--- config.mk ---
export PLATFORM = sky130hd
export DESIGN_NAME = lsu_mem_master_flat
export DESIGN_NICKNAME = d
export VERILOG_FILES = /design/src/rtl/lsu_mem_master_pkg.sv /design/src/rtl/lsu_mem_master_if.sv /design/src/rtl/lsu_load_align.sv /design/src/rtl/lsu_mem_master.sv /design/src/flat_wrapper.sv
export SDC_FILE = /design/constraint.sdc
export NUM_CORES = 1
export LEC_CHECK = 0
export CAP_MARGIN = 5
export CORE_ASPECT_RATIO = 0.75
export CORE_UTILIZATION = 49
export CTS_CLUSTER_DIAMETER = 30
export CTS_CLUSTER_SIZE = 40
export DETAILED_ROUTE_END_ITERATION = 8
export PLACE_DENSITY = 0.88
export SLEW_MARGIN = 5
export SYNTH_ARGS = -nofsm -noshare
export SYNTH_HDL_FRONTEND = slang
export SYNTH_SLANG_ARGS = --single-unit
--- constraint.sdc ---
create_clock -name clk -period 4.8 [get_ports clk]
set_clock_uncertainty 0.15 [all_clocks]
set_input_delay 0.96 -clock clk [delete_from_list [all_inputs] [get_ports clk]]
set_output_delay 0.96 -clock clk [all_outputs]
set_load 0.02 [all_outputs]
--- src/rtl/lsu_mem_master_pkg.sv ---
// ---------------------------------------------------------------------------
// lsu_mem_master_pkg
// Shared definitions for the load/store unit memory master:
//   - FSM state encodings (IDLE / ACCESS / RESP)
//   - RV64 load/store funct3 encodings
//   - captured-request record
//   - access-size helpers (lane strobe, misalignment test)
// ---------------------------------------------------------------------------
package lsu_mem_master_pkg;

  localparam logic [1:0] ST_IDLE   = 2'd0;
  localparam logic [1:0] ST_ACCESS = 2'd1;
  localparam logic [1:0] ST_RESP   = 2'd2;

  localparam logic [2:0] F3_B   = 3'b000;
  localparam logic [2:0] F3_H   = 3'b001;
  localparam logic [2:0] F3_W   = 3'b010;
  localparam logic [2:0] F3_D   = 3'b011;
  localparam logic [2:0] F3_BU  = 3'b100;
  localparam logic [2:0] F3_HU  = 3'b101;
  localparam logic [2:0] F3_WU  = 3'b110;
  localparam logic [2:0] F3_BAD = 3'b111;

  // Fields of an accepted request still needed after the handshake.
  typedef struct packed {
    logic [2:0] funct3;
    logic [2:0] lane;
  } lsu_cap_t;

  // Byte-lane enables for an access of 1<<sz bytes starting at byte lane.
  function automatic logic [7:0] lane_strobe(input logic [1:0] sz, input logic [2:0] lane);
    logic [7:0] mask;
    case (sz)
      2'd0:    mask = 8'h01;
      2'd1:    mask = 8'h03;
      2'd2:    mask = 8'h0F;
      2'd3:    mask = 8'hFF;
      default: mask = 8'h00;
    endcase
    return mask << lane;
  endfunction

  // True when lane is not a multiple of the access size.
  function automatic logic misaligned(input logic [1:0] sz, input logic [2:0] lane);
    logic mis;
    case (sz)
      2'd0:    mis = 1'b0;
      2'd1:    mis = lane[0];
      2'd2:    mis = |lane[1:0];
      2'd3:    mis = |lane;
      default: mis = 1'b1;
    endcase
    return mis;
  endfunction

endpackage

--- src/rtl/lsu_mem_master_if.sv ---
// ---------------------------------------------------------------------------
// lsu_mem_master_if
// Request/response handshake with the execute stage plus the 64-bit
// little-endian data-memory bus.
//   master : the LSU (accepts requests, drives memory strobes)
//   slave  : the environment (execute stage + memory)
// ---------------------------------------------------------------------------
interface lsu_mem_master_if;
  logic        req_valid;
  logic        req_ready;
  logic        req_store;
  logic [2:0]  req_funct3;
  logic [63:0] req_addr;
  logic [63:0] req_wdata;
  logic        resp_valid;
  logic [63:0] resp_rdata;
  logic        resp_err;
  logic [63:0] mem_addr;
  logic        mem_read;
  logic        mem_write;
  logic [7:0]  mem_wstrb;
  logic [63:0] write_data;
  logic [63:0] read_data;
  logic        mem_ready;

  modport master (
    input  req_valid, req_store, req_funct3, req_addr, req_wdata, read_data, mem_ready,
    output req_ready, resp_valid, resp_rdata, resp_err,
    output mem_addr, mem_read, mem_write, mem_wstrb, write_data
  );

  modport slave (
    output req_valid, req_store, req_funct3, req_addr, req_wdata, read_data, mem_ready,
    input  req_ready, resp_valid, resp_rdata, resp_err,
    input  mem_addr, mem_read, mem_write, mem_wstrb, write_data
  );
endinterface

--- src/rtl/lsu_load_align.sv ---
// ---------------------------------------------------------------------------
// lsu_load_align
// Combinational load-data extraction: shifts the addressed byte lane down to
// bit 0, truncates to the access size and sign/zero-extends to 64 bits.
// Ports:
//   read_data  in  64  memory doubleword (byte k at [8k+7:8k])
//   lane       in  3   byte offset within the doubleword
//   funct3     in  3   load type
//   result     out 64  extended load value (0 for the illegal encoding)
// ---------------------------------------------------------------------------
module lsu_load_align
  import lsu_mem_master_pkg::*;
(
  input  logic [63:0] read_data,
  input  logic [2:0]  lane,
  input  logic [2:0]  funct3,
  output logic [63:0] result
);

  logic [63:0] shifted_s;

  // Lane shift then size-dependent extension.
  always_comb begin
    shifted_s = read_data >> {lane, 3'b000};
    result    = 64'd0;
    case (funct3)
      F3_B:    result = {{56{shifted_s[7]}},  shifted_s[7:0]};
      F3_H:    result = {{48{shifted_s[15]}}, shifted_s[15:0]};
      F3_W:    result = {{32{shifted_s[31]}}, shifted_s[31:0]};
      F3_D:    result = shifted_s;
      F3_BU:   result = {56'd0, shifted_s[7:0]};
      F3_HU:   result = {48'd0, shifted_s[15:0]};
      F3_WU:   result = {32'd0, shifted_s[31:0]};
      default: result = 64'd0;
    endcase
  end

endmodule

--- src/rtl/lsu_mem_master.sv ---
// ---------------------------------------------------------------------------
// lsu_mem_master
// Load/store unit memory initiator. Accepts one request per handshake in
// IDLE, performs a doubleword-aligned access (ACCESS), then pulses a
// response for one cycle (RESP). Misaligned/illegal requests skip memory.
// Ports:
//   clk    in  rising-edge clock
//   reset  in  synchronous active-high reset
//   bus    lsu_mem_master_if.master (request, response and memory signals)
// Parameters:
//   TIMEOUT_CYC  ACCESS cycles without mem_ready before abort
// Configuration macro:
//   LSU_TIMEOUT_EN  enables the ACCESS timeout counter; without it ACCESS
//                   waits indefinitely for mem_ready.
// ---------------------------------------------------------------------------
module lsu_mem_master
  import lsu_mem_master_pkg::*;
#(
  parameter int TIMEOUT_CYC = 16
) (
  input  logic               clk,
  input  logic               reset,
  lsu_mem_master_if.master   bus
);

  logic [1:0]  state_r;
  lsu_cap_t    cap_r;
  logic        req_ready_r;
  logic        resp_valid_r;
  logic [63:0] resp_rdata_r;
  logic        resp_err_r;
  logic [63:0] mem_addr_r;
  logic        mem_read_r;
  logic        mem_write_r;
  logic [7:0]  mem_wstrb_r;
  logic [63:0] write_data_r;

  logic        accept_s;
  logic        req_err_s;
  logic [7:0]  store_strb_s;
  logic [63:0] store_shift_s;
  logic [63:0] load_ext_s;
  logic        tmo_hit_s;

  // Request decode: handshake, legality and store lane alignment.
  always_comb begin
    accept_s      = bus.req_valid && req_ready_r;
    req_err_s     = misaligned(bus.req_funct3[1:0], bus.req_addr[2:0]) ||
                    (bus.req_funct3 == F3_BAD) ||
                    (bus.req_store && bus.req_funct3[2]);
    store_strb_s  = lane_strobe(bus.req_funct3[1:0], bus.req_addr[2:0]);
    store_shift_s = bus.req_wdata << {bus.req_addr[2:0], 3'b000};
  end

  lsu_load_align u_load_align (
    .read_data (bus.read_data),
    .lane      (cap_r.lane),
    .funct3    (cap_r.funct3),
    .result    (load_ext_s)
  );

`ifdef LSU_TIMEOUT_EN
  localparam int CNT_W = $clog2(TIMEOUT_CYC + 1);
  logic [CNT_W-1:0] tmo_cnt_r;

  // Terminal count is reached during the TIMEOUT_CYC-th ACCESS cycle.
  assign tmo_hit_s = (tmo_cnt_r == CNT_W'(TIMEOUT_CYC - 1));

  // ACCESS cycle counter, cleared whenever a request is accepted.
  always_ff @(posedge clk) begin
    if (reset) begin
      tmo_cnt_r <= '0;
    end else if (accept_s) begin
      tmo_cnt_r <= '0;
    end else if (state_r == ST_ACCESS) begin
      tmo_cnt_r <= tmo_cnt_r + CNT_W'(1);
    end
  end
`else
  localparam int unused_timeout_cyc = TIMEOUT_CYC;
  assign tmo_hit_s = 1'b0;
`endif

  // Main FSM with registered outputs.
  always_ff @(posedge clk) begin
    if (reset) begin
      state_r      <= ST_IDLE;
      cap_r        <= '0;
      req_ready_r  <= 1'b1;
      resp_valid_r <= 1'b0;
      resp_rdata_r <= 64'd0;
      resp_err_r   <= 1'b0;
      mem_addr_r   <= 64'd0;
      mem_read_r   <= 1'b0;
      mem_write_r  <= 1'b0;
      mem_wstrb_r  <= 8'd0;
      write_data_r <= 64'd0;
    end else begin
      case (state_r)
        ST_IDLE: begin
          if (accept_s) begin
            cap_r       <= '{funct3: bus.req_funct3, lane: bus.req_addr[2:0]};
            req_ready_r <= 1'b0;
            if (req_err_s) begin
              // Illegal request: answer immediately, memory untouched.
              state_r      <= ST_RESP;
              resp_valid_r <= 1'b1;
              resp_err_r   <= 1'b1;
              resp_rdata_r <= 64'd0;
            end else begin
              state_r      <= ST_ACCESS;
              mem_addr_r   <= {bus.req_addr[63:3], 3'b000};
              mem_read_r   <= !bus.req_store;
              mem_write_r  <= bus.req_store;
              mem_wstrb_r  <= bus.req_store ? store_strb_s : 8'd0;
              write_data_r <= bus.req_store ? store_shift_s : 64'd0;
            end
          end
        end
        ST_ACCESS: begin
          // mem_ready wins over a simultaneous terminal count.
          if (bus.mem_ready || tmo_hit_s) begin
            state_r      <= ST_RESP;
            mem_read_r   <= 1'b0;
            mem_write_r  <= 1'b0;
            mem_wstrb_r  <= 8'd0;
            resp_valid_r <= 1'b1;
            resp_err_r   <= !bus.mem_ready;
            resp_rdata_r <= (bus.mem_ready && mem_read_r) ? load_ext_s : 64'd0;
          end
        end
        ST_RESP: begin
          state_r      <= ST_IDLE;
          req_ready_r  <= 1'b1;
          resp_valid_r <= 1'b0;
          resp_err_r   <= 1'b0;
          resp_rdata_r <= 64'd0;
        end
        default: begin
          state_r      <= ST_IDLE;
          req_ready_r  <= 1'b1;
          resp_valid_r <= 1'b0;
          resp_err_r   <= 1'b0;
          resp_rdata_r <= 64'd0;
          mem_read_r   <= 1'b0;
          mem_write_r  <= 1'b0;
          mem_wstrb_r  <= 8'd0;
        end
      endcase
    end
  end

  assign bus.req_ready  = req_ready_r;
  assign bus.resp_valid = resp_valid_r;
  assign bus.resp_rdata = resp_rdata_r;
  assign bus.resp_err   = resp_err_r;
  assign bus.mem_addr   = mem_addr_r;
  assign bus.mem_read   = mem_read_r;
  assign bus.mem_write  = mem_write_r;
  assign bus.mem_wstrb  = mem_wstrb_r;
  assign bus.write_data = write_data_r;

endmodule
--- src/flat_wrapper.sv ---
// flat-port wrapper written by rule: the top's interface ports become plain ports
module lsu_mem_master_flat import lsu_mem_master_pkg::*;
#(
  parameter int TIMEOUT_CYC = 16
)
  (clk, reset, bus_req_valid, bus_req_store, bus_req_funct3, bus_req_addr, bus_req_wdata, bus_read_data, bus_mem_ready, bus_req_ready, bus_resp_valid, bus_resp_rdata, bus_resp_err, bus_mem_addr, bus_mem_read, bus_mem_write, bus_mem_wstrb, bus_write_data);
  lsu_mem_master_if bus_i ();
  input  logic clk;
  input  logic reset;
  input wire logic [$bits(bus_i.req_valid)-1:0] bus_req_valid;
  input wire logic [$bits(bus_i.req_store)-1:0] bus_req_store;
  input wire logic [$bits(bus_i.req_funct3)-1:0] bus_req_funct3;
  input wire logic [$bits(bus_i.req_addr)-1:0] bus_req_addr;
  input wire logic [$bits(bus_i.req_wdata)-1:0] bus_req_wdata;
  input wire logic [$bits(bus_i.read_data)-1:0] bus_read_data;
  input wire logic [$bits(bus_i.mem_ready)-1:0] bus_mem_ready;
  output wire logic [$bits(bus_i.req_ready)-1:0] bus_req_ready;
  output wire logic [$bits(bus_i.resp_valid)-1:0] bus_resp_valid;
  output wire logic [$bits(bus_i.resp_rdata)-1:0] bus_resp_rdata;
  output wire logic [$bits(bus_i.resp_err)-1:0] bus_resp_err;
  output wire logic [$bits(bus_i.mem_addr)-1:0] bus_mem_addr;
  output wire logic [$bits(bus_i.mem_read)-1:0] bus_mem_read;
  output wire logic [$bits(bus_i.mem_write)-1:0] bus_mem_write;
  output wire logic [$bits(bus_i.mem_wstrb)-1:0] bus_mem_wstrb;
  output wire logic [$bits(bus_i.write_data)-1:0] bus_write_data;
  assign bus_i.req_valid = bus_req_valid;
  assign bus_i.req_store = bus_req_store;
  assign bus_i.req_funct3 = bus_req_funct3;
  assign bus_i.req_addr = bus_req_addr;
  assign bus_i.req_wdata = bus_req_wdata;
  assign bus_i.read_data = bus_read_data;
  assign bus_i.mem_ready = bus_mem_ready;
  assign bus_req_ready = bus_i.req_ready;
  assign bus_resp_valid = bus_i.resp_valid;
  assign bus_resp_rdata = bus_i.resp_rdata;
  assign bus_resp_err = bus_i.resp_err;
  assign bus_mem_addr = bus_i.mem_addr;
  assign bus_mem_read = bus_i.mem_read;
  assign bus_mem_write = bus_i.mem_write;
  assign bus_mem_wstrb = bus_i.mem_wstrb;
  assign bus_write_data = bus_i.write_data;
  lsu_mem_master #(.TIMEOUT_CYC(TIMEOUT_CYC)) u_core (.clk(clk), .reset(reset), .bus(bus_i));
endmodule
==> summary.md, run 1 <==
| Metric | Value |
|---|---|
| CTS tree | done |
| Min-Delay Path Class | flop to flop |
| Post-Syn Area per Cell | 8.31 um^2 |
| Fin crit period | 3.59 ns |
| Clock Power Share | 47.5% |
| Layout cell share with drive strength beyond 1 | 10.5% |
| Synth-to-Final Area Change | 48.7% |
| Post-Place Cells | 1921 |
| Antenna viol nets, final | 0 |
| I/O Buffers | 401 |
| Die X | 175 um |
| Gate power share | 19.5% |
| Pin count of the biggest net entering global routing | 110 |
| Worst-path cell chain | clkdlybuf4s50_1 -> a21oi_1 -> o21a_1 -> o21ai_4 -> buf_4 -> buf_4 -> nand2_1 -> a21oi_1 |
| Final setup violation count | 0 |
| Clock sinks | 210 |
| Total core area | 0.0221 mm^2 |
| Initial core utilization | 50.0% |
| Ys flop type | dfxtp_1 |
| Setup Buffers After CTS | 0 |
| Register share of total power | 33.0% |
| Post-synthesis cell area | 0.0110 mm^2 |
| Slew Limit Fails | 0 |
| Placed cell areas | 0.0151 mm^2 |
| Unique cell type count in the Yosys netlist | 60 |
| Drt initial violations | 1342 |
| Hpwl dp | 32.0 mm |
| Ys Warns | 0 |
| Crit. End Element | flop |
| Worst Setup Start Kind | input port |
| Commonest non-fill, non-tap cells in the layout | clkdlybuf4s50_1 (398), nand2_1 (254), dfxtp_1 (208) |
| Cts bufs inserted | 38 |
| Vias in the first global route | 11300 |
| Commonest non-fill, non-tap cell in the layout | clkdlybuf4s50_1 |
| GP Congestion | 0.982 |
| DR WL/cell | 21.8 um |
| Layout Cells excl Fill | 1996 |
| # hold bufs at CTS | 0 |
| Vias post-DR | 11900 |
| Wire length of the first global-routing pass | 66.0 mm |
| Reg clk slew, reported paths | 0.05 ns |
| Setup_tns | 0 ns |
| Post-CTS Resized | 0 |
| Post-synthesis async set-or-reset flop share | 0% |
| Max-cap violations | 0 |
| Pleak | 0.00588 uW |
| CP max FO | 80 |
| # IOs | 405 |
| Total global-route track usage | 36.6% |
| Root Buffer | clkbuf_16 |
| Switching pwr | 1640 uW |
| Setup Crit Path Kind | input port to flop |
| Final Hold Viols | 0 |
| CP bufs+invs | 3 |
| Outcome | complete, no violations |
| Final worst path period share | 74.8% |
| Power per cell area | 344 mW/mm^2 |
| # nets final | 1867 |
| VDD IR-drop max | 0.290 mV |
| Drt via density | 5.95 |
| Seq cells post-synth | 210 |
| Max_slew headroom | 24.2% |
| Critical path arrival | 3.87 ns |
| Final WL | 43.6 mm |
| DIE AREA | 0.0232 mm^2 |
| Fmax | 0.278 GHz |
| Internal power | 4020 uW |
| CTS max path bufs | 3 |
| Sequential fraction of the synthesis area | 38.1% |
| Antenna violations before repair | 4 |
| CP Data Required Time | 5.08 ns |
| RSZ-0062 raised after global routing | false |
| DIE HEIGHT | 132 um |
| Row cnt | 47 |
| Slowest stage cell, crit path | clkdlybuf4s50_1 |
| CP max stage delay | 0.70 ns |
| Sw Ratio | 28.9% |
| Worst Tran Pin Value | 1.13 ns |
| Worst-Skew Late Latency | 0.52 ns |
| Delay-heaviest family, CP | buffers and inverters |
| Pre-Repair DR Iteration Count | 6 |
| Post-synth EDFFs | 0 |
| Residual DRC | 0 |
| H-tree Lvls | 2 |
| Design area | 0.0164 mm^2 |
| Gr ovfl total | 0 |
| Synth Instances | 1329 |
## sequential cells by signal, indices dropped and copies added, names as in the netlist
register               flops
u_core.bus.resp_rdata     64
u_core.bus.write_data     64
u_core.bus.mem_addr       61
u_core.bus.mem_wstrb       8
u_core.cap_r               6
u_core.state_r             2
u_core.bus.mem_read        1
u_core.bus.mem_write       1
u_core.bus.req_ready       1
u_core.bus.resp_err        1
u_core.bus.resp_valid      1
## cells in the mapped netlist, drive strengths merged (11+ instances only)
| cell type | count | share of area [%] |
|---|---|---|
| a22oi | 16 | 1.1 |
| a22o | 36 | 2.9 |
| mux4 | 17 | 3.5 |
| mux2i | 101 | 9.2 |
| nor2b | 19 | 1.1 |
| a211oi | 11 | 0.75 |
| dfxtp | 210 | 38 |
| o21ai | 21 | 0.95 |
| nor3 | 24 | 1.1 |
| nand2 | 254 | 8.6 |
| mux2 | 57 | 5.8 |
| a21oi | 134 | 6.2 |
| nor2 | 105 | 3.6 |
| o22ai | 13 | 0.74 |
| nand3 | 29 | 1.3 |
| nand4 | 34 | 1.9 |
| clkbuf | 77 | 2.6 |
| buf | 51 | 2.4 |
| or3 | 23 | 1.3 |
## worst min-delay path: stages (launching register included)
cell and delay [ns]:
dfxtp_1 0.30, nand2_1 0.05, a21oi_1 0.05
## final timing paths
path	slack [ns]	from	depth (start not counted)	end
hold reg to reg	0.30	u_core.bus.write_data[26]	2	u_core.bus.write_data[26]
hold / removal	0.30	u_core.bus.write_data[26]	2	u_core.bus.write_data[26]
setup / recovery	1.21	bus_req_funct3[0]	8	u_core.bus.mem_addr[3]
setup reg to reg	1.72	u_core.cap_r[2]	7	u_core.bus.resp_rdata[57]
## cells by family (layout without fill, tap and decap cells)
logic type | after synthesis | in the layout | share of synthesized area, %
simple gates | 523 | 523 | 21.3
compound gates | 284 | 284 | 16.8
flops | 210 | 210 | 38.1
mux | 175 | 175 | 18.4
buf+inv | 135 | 501 | 5.22
other cells | 1 | 8 | 0.0339
xor+xnor | 1 | 1 | 0.0793
## through the flow
step / worst slack (ns) / util (%) / total power, uW / hold slack [ns]
2_1_floorplan: 1.86 / - / 2490 / 0.341
3_3_place_gp: 0.871 / 68.4 / 2950 / 0.288
3_5_place_dp: 0.728 / 68.4 / 2970 / 0.296
4_1_cts: 1.25 / 74.2 / 5640 / 0.301
5_1_grt: 0.984 / 74.3 / 5820 / 0.321
6_report: 1.21 / 74.3 / 5650 / 0.298
## power by group through the flow
stage,Combinational (uW),Sequential (uW),Clock [uW]
global route,1170,1870,2780
finish,1100,1860,2690
CTS,1080,1860,2700
global placement,1060,1890,0
floorplan,567,1930,0
detailed placement,1070,1900,0
## layout make-up
type	count	area [um^2]
Multi-Input combinational cell	986	6330
Fill cell	1671	5690
Sequential cell	210	4210
Timing Repair Buffer	424	4200
Clock buffer	45	997
Tap cell	294	368
Clock inverter	25	284
Inverter	7	26.3
Antenna cell	5	12.5
## per-layer routing
| layer | track usage (%) | share of wire (%) | vias up |
|---|---|---|---|
| li1 | - | - | 5436 |
| met1 | 49.0 | 41 | 5623 |
| met2 | 55.7 | 44 | 709 |
| met3 | 9.60 | 11 | 112 |
| met4 | 15.9 | 3.7 | 0 |
| met5 | 0 | 0 | - |
Power figures use the tool's default switching activity.
==> run 2, diff against run 1 <==
--- a/config.mk
+++ b/config.mk
@@ -7,11 +7,11 @@
 export LEC_CHECK = 0
 export CAP_MARGIN = 5
 export CORE_ASPECT_RATIO = 0.75
-export CORE_UTILIZATION = 49
+export CORE_UTILIZATION = 41
 export CTS_CLUSTER_DIAMETER = 30
 export CTS_CLUSTER_SIZE = 40
 export DETAILED_ROUTE_END_ITERATION = 8
-export PLACE_DENSITY = 0.88
+export PLACE_DENSITY = 0.79
 export SLEW_MARGIN = 5
 export SYNTH_ARGS = -nofsm -noshare
 export SYNTH_HDL_FRONTEND = slang
==> constraint.sdc (replaced) <==
create_clock -name clk -period 3.2 [get_ports clk]
set_clock_uncertainty 0.15 [all_clocks]
set_input_delay 0.64 -clock clk [delete_from_list [all_inputs] [get_ports clk]]
set_output_delay 0.64 -clock clk [all_outputs]
set_load 0.02 [all_outputs]
==> run 2 against run 1 <==
Final cell count rose by 4.6%. Final area rose by 3.8%. First-iteration DRC count fell by 13%. Critical path depth fell by 1. Largest power group unchanged. Core utilization fell by 9.3 points. Die area rose by 19%. Count of clock-buffer cells in the layout rose by 5. Wire length rose by 1.7%.
==> summary.md, run 2 (synthesis results as in run 1) <==
| Metric | Value |
|---|---|
| Outcome | complete, no violations (unchanged) |
| Setup Crit Path Kind | flop to flop (was input port to flop) |
| Critical path arrival | 2.89 ns (was 3.87 ns) |
| Worst reg2reg path endpoint | u_core.bus.resp_rdata[8] (was u_core.bus.resp_rdata[57]) |
| # hold bufs at CTS | 0 (unchanged) |
| RSZ-0062 raised after global routing | false (unchanged) |
| Max_slew headroom | 44.6% (was 24.2%) |
| Clock Power Share | 50.5% (was 47.5%) |
| Hpwl dp | 33.2 mm (was 32.0 mm) |
| Final setup violation count | 0 (unchanged) |
| Critical Path Source | u_core.cap_r[1] (was bus_req_funct3[0]) |
| VDD IR-drop max | 0.726 mV (was 0.290 mV) |
| GP Congestion | 1.03 (was 0.982) |
| Setup_tns | 0 ns (unchanged) |
| Post-CTS Resized | 0 (unchanged) |
| Worst-Skew Late Latency | 0.52 ns (about the same) |
| Fmax | 0.379 GHz |
| Clock sinks | 210 (unchanged) |
| CP max FO | 29 (was 80) |
| Fin crit period | 2.64 ns |
| I/O Buffers | 401 (unchanged) |
| Pin count of the biggest net entering global routing | 146 (was 110) |
| Register share of total power | 30.4% (was 33.0%) |
| Total core area | 0.0262 mm^2 (was 0.0221 mm^2) |
| # nets final | 1908 (was 1867) |
| Pleak | 0.00620 uW (was 0.00588 uW) |
| Multi-input gate area | 0.00632 mm^2 (was 0.00633 mm^2) |
| PnR worst setup slack | 0.563 ns (was 1.21 ns) |
| H-tree Lvls | 2 (unchanged) |
| Initial core utilization | 42.1% (was 50.0%) |
| Setup Buffers After CTS | 0 (unchanged) |
| Drt via density | 5.67 (was 5.95) |
| Root Buffer | clkbuf_16 (unchanged) |
| Switching pwr | 2550 uW (was 1640 uW) |
| Sw Ratio | 27.9% (was 28.9%) |
| Commonest non-fill, non-tap cells in the layout | clkdlybuf4s50_1 (398), nand2_1 (254), dfxtp_1 (208) (unchanged) |
| Antenna viol nets, final | 0 (unchanged) |
| Final WL | 44.3 mm (was 43.6 mm) |
| CTS max path bufs | 3 (unchanged) |
| DIE AREA | 0.0276 mm^2 (was 0.0232 mm^2) |
| R2R Path Start | u_core.cap_r[1] (was u_core.cap_r[2]) |
| Total chip power | 9140 uW (was 5650 uW) |
| Crit path to | u_core.bus.resp_rdata[8] (was u_core.bus.mem_addr[3]) |
| Power per cell area | 536 mW/mm^2 (was 344 mW/mm^2) |
| DIE HEIGHT | 144 um (was 132 um) |
| Pre-Repair DR Iteration Count | 6 (unchanged) |
| Commonest non-fill, non-tap cell in the layout | clkdlybuf4s50_1 (unchanged) |
| Residual DRC | 0 (unchanged) |
| Final Hold Viols | 0 (unchanged) |
| Reg clk slew, reported paths | 0.05 ns (about the same) |
| CP Data Required Time | 3.46 ns (was 5.08 ns) |
| Vias in the first global route | 11400 (was 11300) |
| Crit. End Element | flop (unchanged) |
| Wire length of the first global-routing pass | 65.5 mm (was 66.0 mm) |
| Max-cap violations | 0 (unchanged) |
| Internal power | 6590 uW (was 4020 uW) |
| Gate power share | 19.1% (was 19.5%) |
| Storage element area | 0.00421 mm^2 (unchanged) |
| Worst Tran Pin Value | 0.827 ns (was 1.13 ns) |
| Antenna violations before repair | 3 (was 4) |
| Synth-to-Final Area Change | 54.3% (was 48.7%) |
| Pre-CTS setup slack | 0.113 ns (was 0.728 ns) |
| Die X | 192 um (was 175 um) |
| Min-Delay Path Class | flop to flop (unchanged) |
| DR WL/cell | 21.2 um (was 21.8 um) |
| Gr ovfl total | 0 (unchanged) |
| Cts bufs inserted | 41 (was 38) |
| R2R cell count | 7 (unchanged) |
| Row cnt | 51 (was 47) |
| Vias post-DR | 11800 (was 11900) |
| # IOs | 405 (unchanged) |
| Total global-route track usage | 31.0% (was 36.6%) |
| Drt initial violations | 1163 (was 1342) |
| Final worst path period share | 82.4% |
| Slew Limit Fails | 0 (unchanged) |
| Layout cell share with drive strength beyond 1 | 12.8% (was 10.5%) |
| Worst Setup Start Kind | flop (was input port) |
| Reg2reg setup slack | 0.56 ns (was 1.72 ns) |
| CTS tree | done (unchanged) |
| Fillers | 2189 (was 1671) |
[run 2: per-layer routing]
metal  share of wire [%]  global-route usage [%]  wire length [um]
met1                  42                    40.8             18700
met2                  43                    45.9             19000
met3                  11                    9.83              4730
met4                 4.4                    14.3              1950
met5                   0                       0                 0
[run 2: metrics by stage]
step	cell area (um^2)	hold slack (ns)	util [%]	cells
final	17000	0.297	65.0	2088
after global routing	17000	0.305	65.0	2087
after CTS	17000	0.284	65.0	2085
after detailed placement	15500	0.294	59.3	2009
after global placement	15500	0.286	59.3	2009
after floorplan	11100	0.341	-	1331
[run 2: worst min path at each step]
stage                                 to                       from  depth (start not counted)
2_1_floorplan            u_core.cap_r[5]            u_core.cap_r[5]                          2
3_3_place_gp    u_core.bus.resp_rdata[5]   u_core.bus.resp_rdata[5]                          2
3_5_place_dp    u_core.bus.write_data[9]   u_core.bus.write_data[9]                          2
4_1_cts            u_core.bus.resp_valid                      reset                          3
5_1_grt            u_core.bus.resp_valid                      reset                          3
6_report       u_core.bus.write_data[25]  u_core.bus.write_data[25]                          2
[run 2: worst max-delay path, stage by stage (launching register included)]
cell	delay, ns
dfxtp_2	0.43
buf_4	0.38
buf_4	0.38
mux2i_1	0.29
o2bb2ai_1	0.25
nand2_1	0.13
o21ai_0	0.14
a221o_1	0.35
[run 2: cell type report]
| class | count | area share [%] |
|---|---|---|
| diodes | 3 | 0.0440 |
| clock buffers | 50 | 6.77 |
| clock inverters | 26 | 2.02 |
| inverters | 7 | 0.154 |
| multi-input cells | 986 | 37.1 |
| flip-flops and latches | 210 | 24.7 |
| well taps | 344 | 2.52 |
| repair buffers | 462 | 26.7 |
[run 2: power groups by stage]
stage / sequential (uW) / combinational (uW) / clock, uW
after CTS: 2770 / 1720 / 4690
after floorplan: 2890 / 850 / 0
after detailed placement: 2820 / 1700 / 0
final: 2770 / 1750 / 4620
after global routing: 2780 / 1850 / 4820
after global placement: 2820 / 1690 / 0
==> run 3, diff against run 2 <==
--- a/config.mk
+++ b/config.mk
@@ -7,11 +7,11 @@
 export LEC_CHECK = 0
 export CAP_MARGIN = 5
 export CORE_ASPECT_RATIO = 0.75
-export CORE_UTILIZATION = 41
+export CORE_UTILIZATION = 45
 export CTS_CLUSTER_DIAMETER = 30
 export CTS_CLUSTER_SIZE = 40
 export DETAILED_ROUTE_END_ITERATION = 8
-export PLACE_DENSITY = 0.79
+export PLACE_DENSITY = 0.82
 export SLEW_MARGIN = 5
 export SYNTH_ARGS = -nofsm -noshare
 export SYNTH_HDL_FRONTEND = slang
==> constraint.sdc (replaced) <==
create_clock -name clk -period 2.7 [get_ports clk]
set_clock_uncertainty 0.15 [all_clocks]
set_input_delay 0.54 -clock clk [delete_from_list [all_inputs] [get_ports clk]]
set_output_delay 0.54 -clock clk [all_outputs]
set_load 0.02 [all_outputs]
==> run 3 against run 2 <==
Final cell count grew 1.1%. Critical path depth is the same. Count of clock-buffer cells in the layout grew 3. Sequential power grew 19%. Clock power grew 10%. Wire length is essentially flat.
==> summary.md, run 3 (synthesis results as in run 1) <==
| Metric | Value |
|---|---|
| R2R Path Start | u_core.cap_r[0] (was u_core.cap_r[1]) |
| GP Congestion | 1.01 (was 1.03) |
| Worst-path cell chain | clkdlybuf4s50_1 -> mux2i_1 -> mux4_2 -> or4b_1 -> buf_4 -> nand4_1 -> a22o_1 (was buf_4 -> buf_4 -> mux2i_1 -> o2bb2ai_1 -> nand2_1 -> o21ai_0 -> a221o_1) |
| Layout Utilization | 71.8% (was 65.0%) |
| Antenna violations before repair | 5 (was 3) |
| Critical path arrival | 2.79 ns (was 2.89 ns) |
| H-tree Lvls | 2 (unchanged) |
| Slew Limit Fails | 0 (unchanged) |
| Pleak | 0.00634 uW (was 0.00620 uW) |
| Root Buffer | clkbuf_16 (unchanged) |
| Slowest stage cell, crit path | or4b_1 (was dfxtp_2) |
| Commonest non-fill, non-tap cells in the layout | clkdlybuf4s50_1 (398), nand2_1 (254), dfxtp_1 (208) (unchanged) |
| I/O Buffers | 401 (unchanged) |
| Post-CTS Resized | 0 (unchanged) |
| Final WL | 44.4 mm (was 44.3 mm) |
| Setup Buffers After CTS | 0 (unchanged) |
| Vias post-DR | 12100 (was 11800) |
| # nets final | 1943 (was 1908) |
| Max_slew headroom | 48.5% (was 44.6%) |
| Pre-Repair DR Iteration Count | 7 (was 6) |
| Row cnt | 49 (was 51) |
| Outcome | complete, no violations (unchanged) |
| DIE AREA | 0.0252 mm^2 (was 0.0276 mm^2) |
| Power per cell area | 609 mW/mm^2 (was 536 mW/mm^2) |
| Hpwl dp | 33.3 mm (was 33.2 mm) |
| Vias in the first global route | 11500 (was 11400) |
| Setup Crit Path Kind | input port to flop (was flop to flop) |
| CP max stage delay | 0.57 ns (was 0.43 ns) |
| RSZ-0062 raised after global routing | false (unchanged) |
| Initial core utilization | 46.0% (was 42.1%) |
| Crit. End Element | flop (unchanged) |
| Min-Delay Path Class | input port to flop (was flop to flop) |
| Cts bufs inserted | 40 (was 41) |
| VDD IR-drop max | 0.676 mV (was 0.726 mV) |
| CP bufs+invs | 2 (unchanged) |
| Pin count of the biggest net entering global routing | 73 (was 146) |
| Worst-Skew Late Latency | 0.52 ns (about the same) |
| Synth-to-Final Area Change | 56.1% (was 54.3%) |
| CTS max path bufs | 3 (unchanged) |
| # IOs | 405 (unchanged) |
| # hold bufs at CTS | 0 (unchanged) |
| Wire length of the first global-routing pass | 65.3 mm (was 65.5 mm) |
| Fin crit period | 2.48 ns |
| Final worst path period share | 92.0% |
| PnR worst setup slack | 0.216 ns (was 0.563 ns) |
| Fmax | 0.403 GHz |
| Layout cell share with drive strength beyond 1 | 14.4% (was 12.8%) |
| Setup_tns | 0 ns (unchanged) |
| CTS tree | done (unchanged) |
| Worst hold stages | 2 (unchanged) |
| Drt via density | 5.72 (was 5.67) |
| Max-cap violations | 0 (unchanged) |
| Levels on crit path | 7 (unchanged) |
| Pre-CTS setup slack | -0.246 ns (was 0.113 ns) |
| Drt initial violations | 1186 (was 1163) |
| Final setup violation count | 0 (unchanged) |
| Residual DRC | 0 (unchanged) |
| Clock sinks | 210 (unchanged) |
| Total core area | 0.0240 mm^2 (was 0.0262 mm^2) |
| Gr ovfl total | 0 (unchanged) |
| Reg clk slew, reported paths | 0.05 ns (about the same) |
| Worst Setup Start Kind | input port (was flop) |
| Critical Path Source | bus_read_data[15] (was u_core.cap_r[1]) |
| DR WL/cell | 21.0 um (was 21.2 um) |
| Hold Path Origin | reset (was u_core.bus.write_data[25]) |
| CP max FO | 20 (was 29) |
| Antenna viol nets, final | 0 (unchanged) |
| CP Data Required Time | 3.01 ns (was 3.46 ns) |
| R2R cell count | 5 (was 7) |
| Total global-route track usage | 34.0% (was 31.0%) |
| DIE HEIGHT | 138 um (was 144 um) |
| Final Hold Viols | 0 (unchanged) |
| Delay-heaviest family, CP | buffers and inverters (unchanged) |
| Commonest non-fill, non-tap cell in the layout | clkdlybuf4s50_1 (unchanged) |
| Hold slack | 0.142 ns (was 0.297 ns) |
| Die X | 183 um (was 192 um) |
| Worst Tran Pin Value | 0.773 ns (was 0.827 ns) |
[run 3: cell count changes in the layout (fill, tap and decap cells not counted), moves of 2 or more]
cell,before,now
buf_12,8,12
buf_4,54,86
bufinv_16,6,3
clkbuf_16,44,42
clkbuf_8,3,7
clkinv_2,3,6
clkinv_4,6,2
clkinvlp_4,2,5
diode_2,3,5
inv_6,8,4
[run 3: through the flow]
step	std cells	total power (uW)	area [um^2]
floorplan	1331	4430	11100
global placement	2032	5390	15800
detailed placement	2032	5420	15800
CTS	2106	10500	17200
global route	2111	10800	17200
finish	2111	10500	17200
[run 3: power by group]
group / switching, uW / internal (uW) / total [uW] / leakage (uW)
Sequential: 86.9 / 3210 / 3290 / 0.00170
Combinational: 1150 / 992 / 2140 / 0.00396
Clock: 1740 / 3330 / 5080 / 0.000673
Total: 2980 / 7530 / 10500 / 0.00634
[run 3: area by class of cell]
cell class	count	area, um^2
fillers	1877	6790
multi-input cells	986	6320
repair buffers	498	4880
flip-flops and latches	210	4210
clock buffers	53	1160
well taps	331	414
clock inverters	21	226
inverters	7	26.3
diodes	5	12.5
[run 3: final timing paths]
check	slack (ns)	to
worst max-delay path	0.22	u_core.bus.resp_rdata[54]
worst min register to register	0.30	u_core.bus.write_data[3]
worst min-delay path	0.14	u_core.cap_r[0]
worst max register to register	0.31	u_core.bus.resp_rdata[54]
[run 3: metal layers]
| layer | vias to the layer above | track usage, % | wire, um |
|---|---|---|---|
| met5 | - | 0 | 0 |
| met4 | 0 | 14.9 | 1790 |
| met2 | 682 | 51.8 | 19500 |
| met3 | 127 | 12.2 | 5290 |
| li1 | 5594 | - | - |
| met1 | 5662 | 43.2 | 17800 |
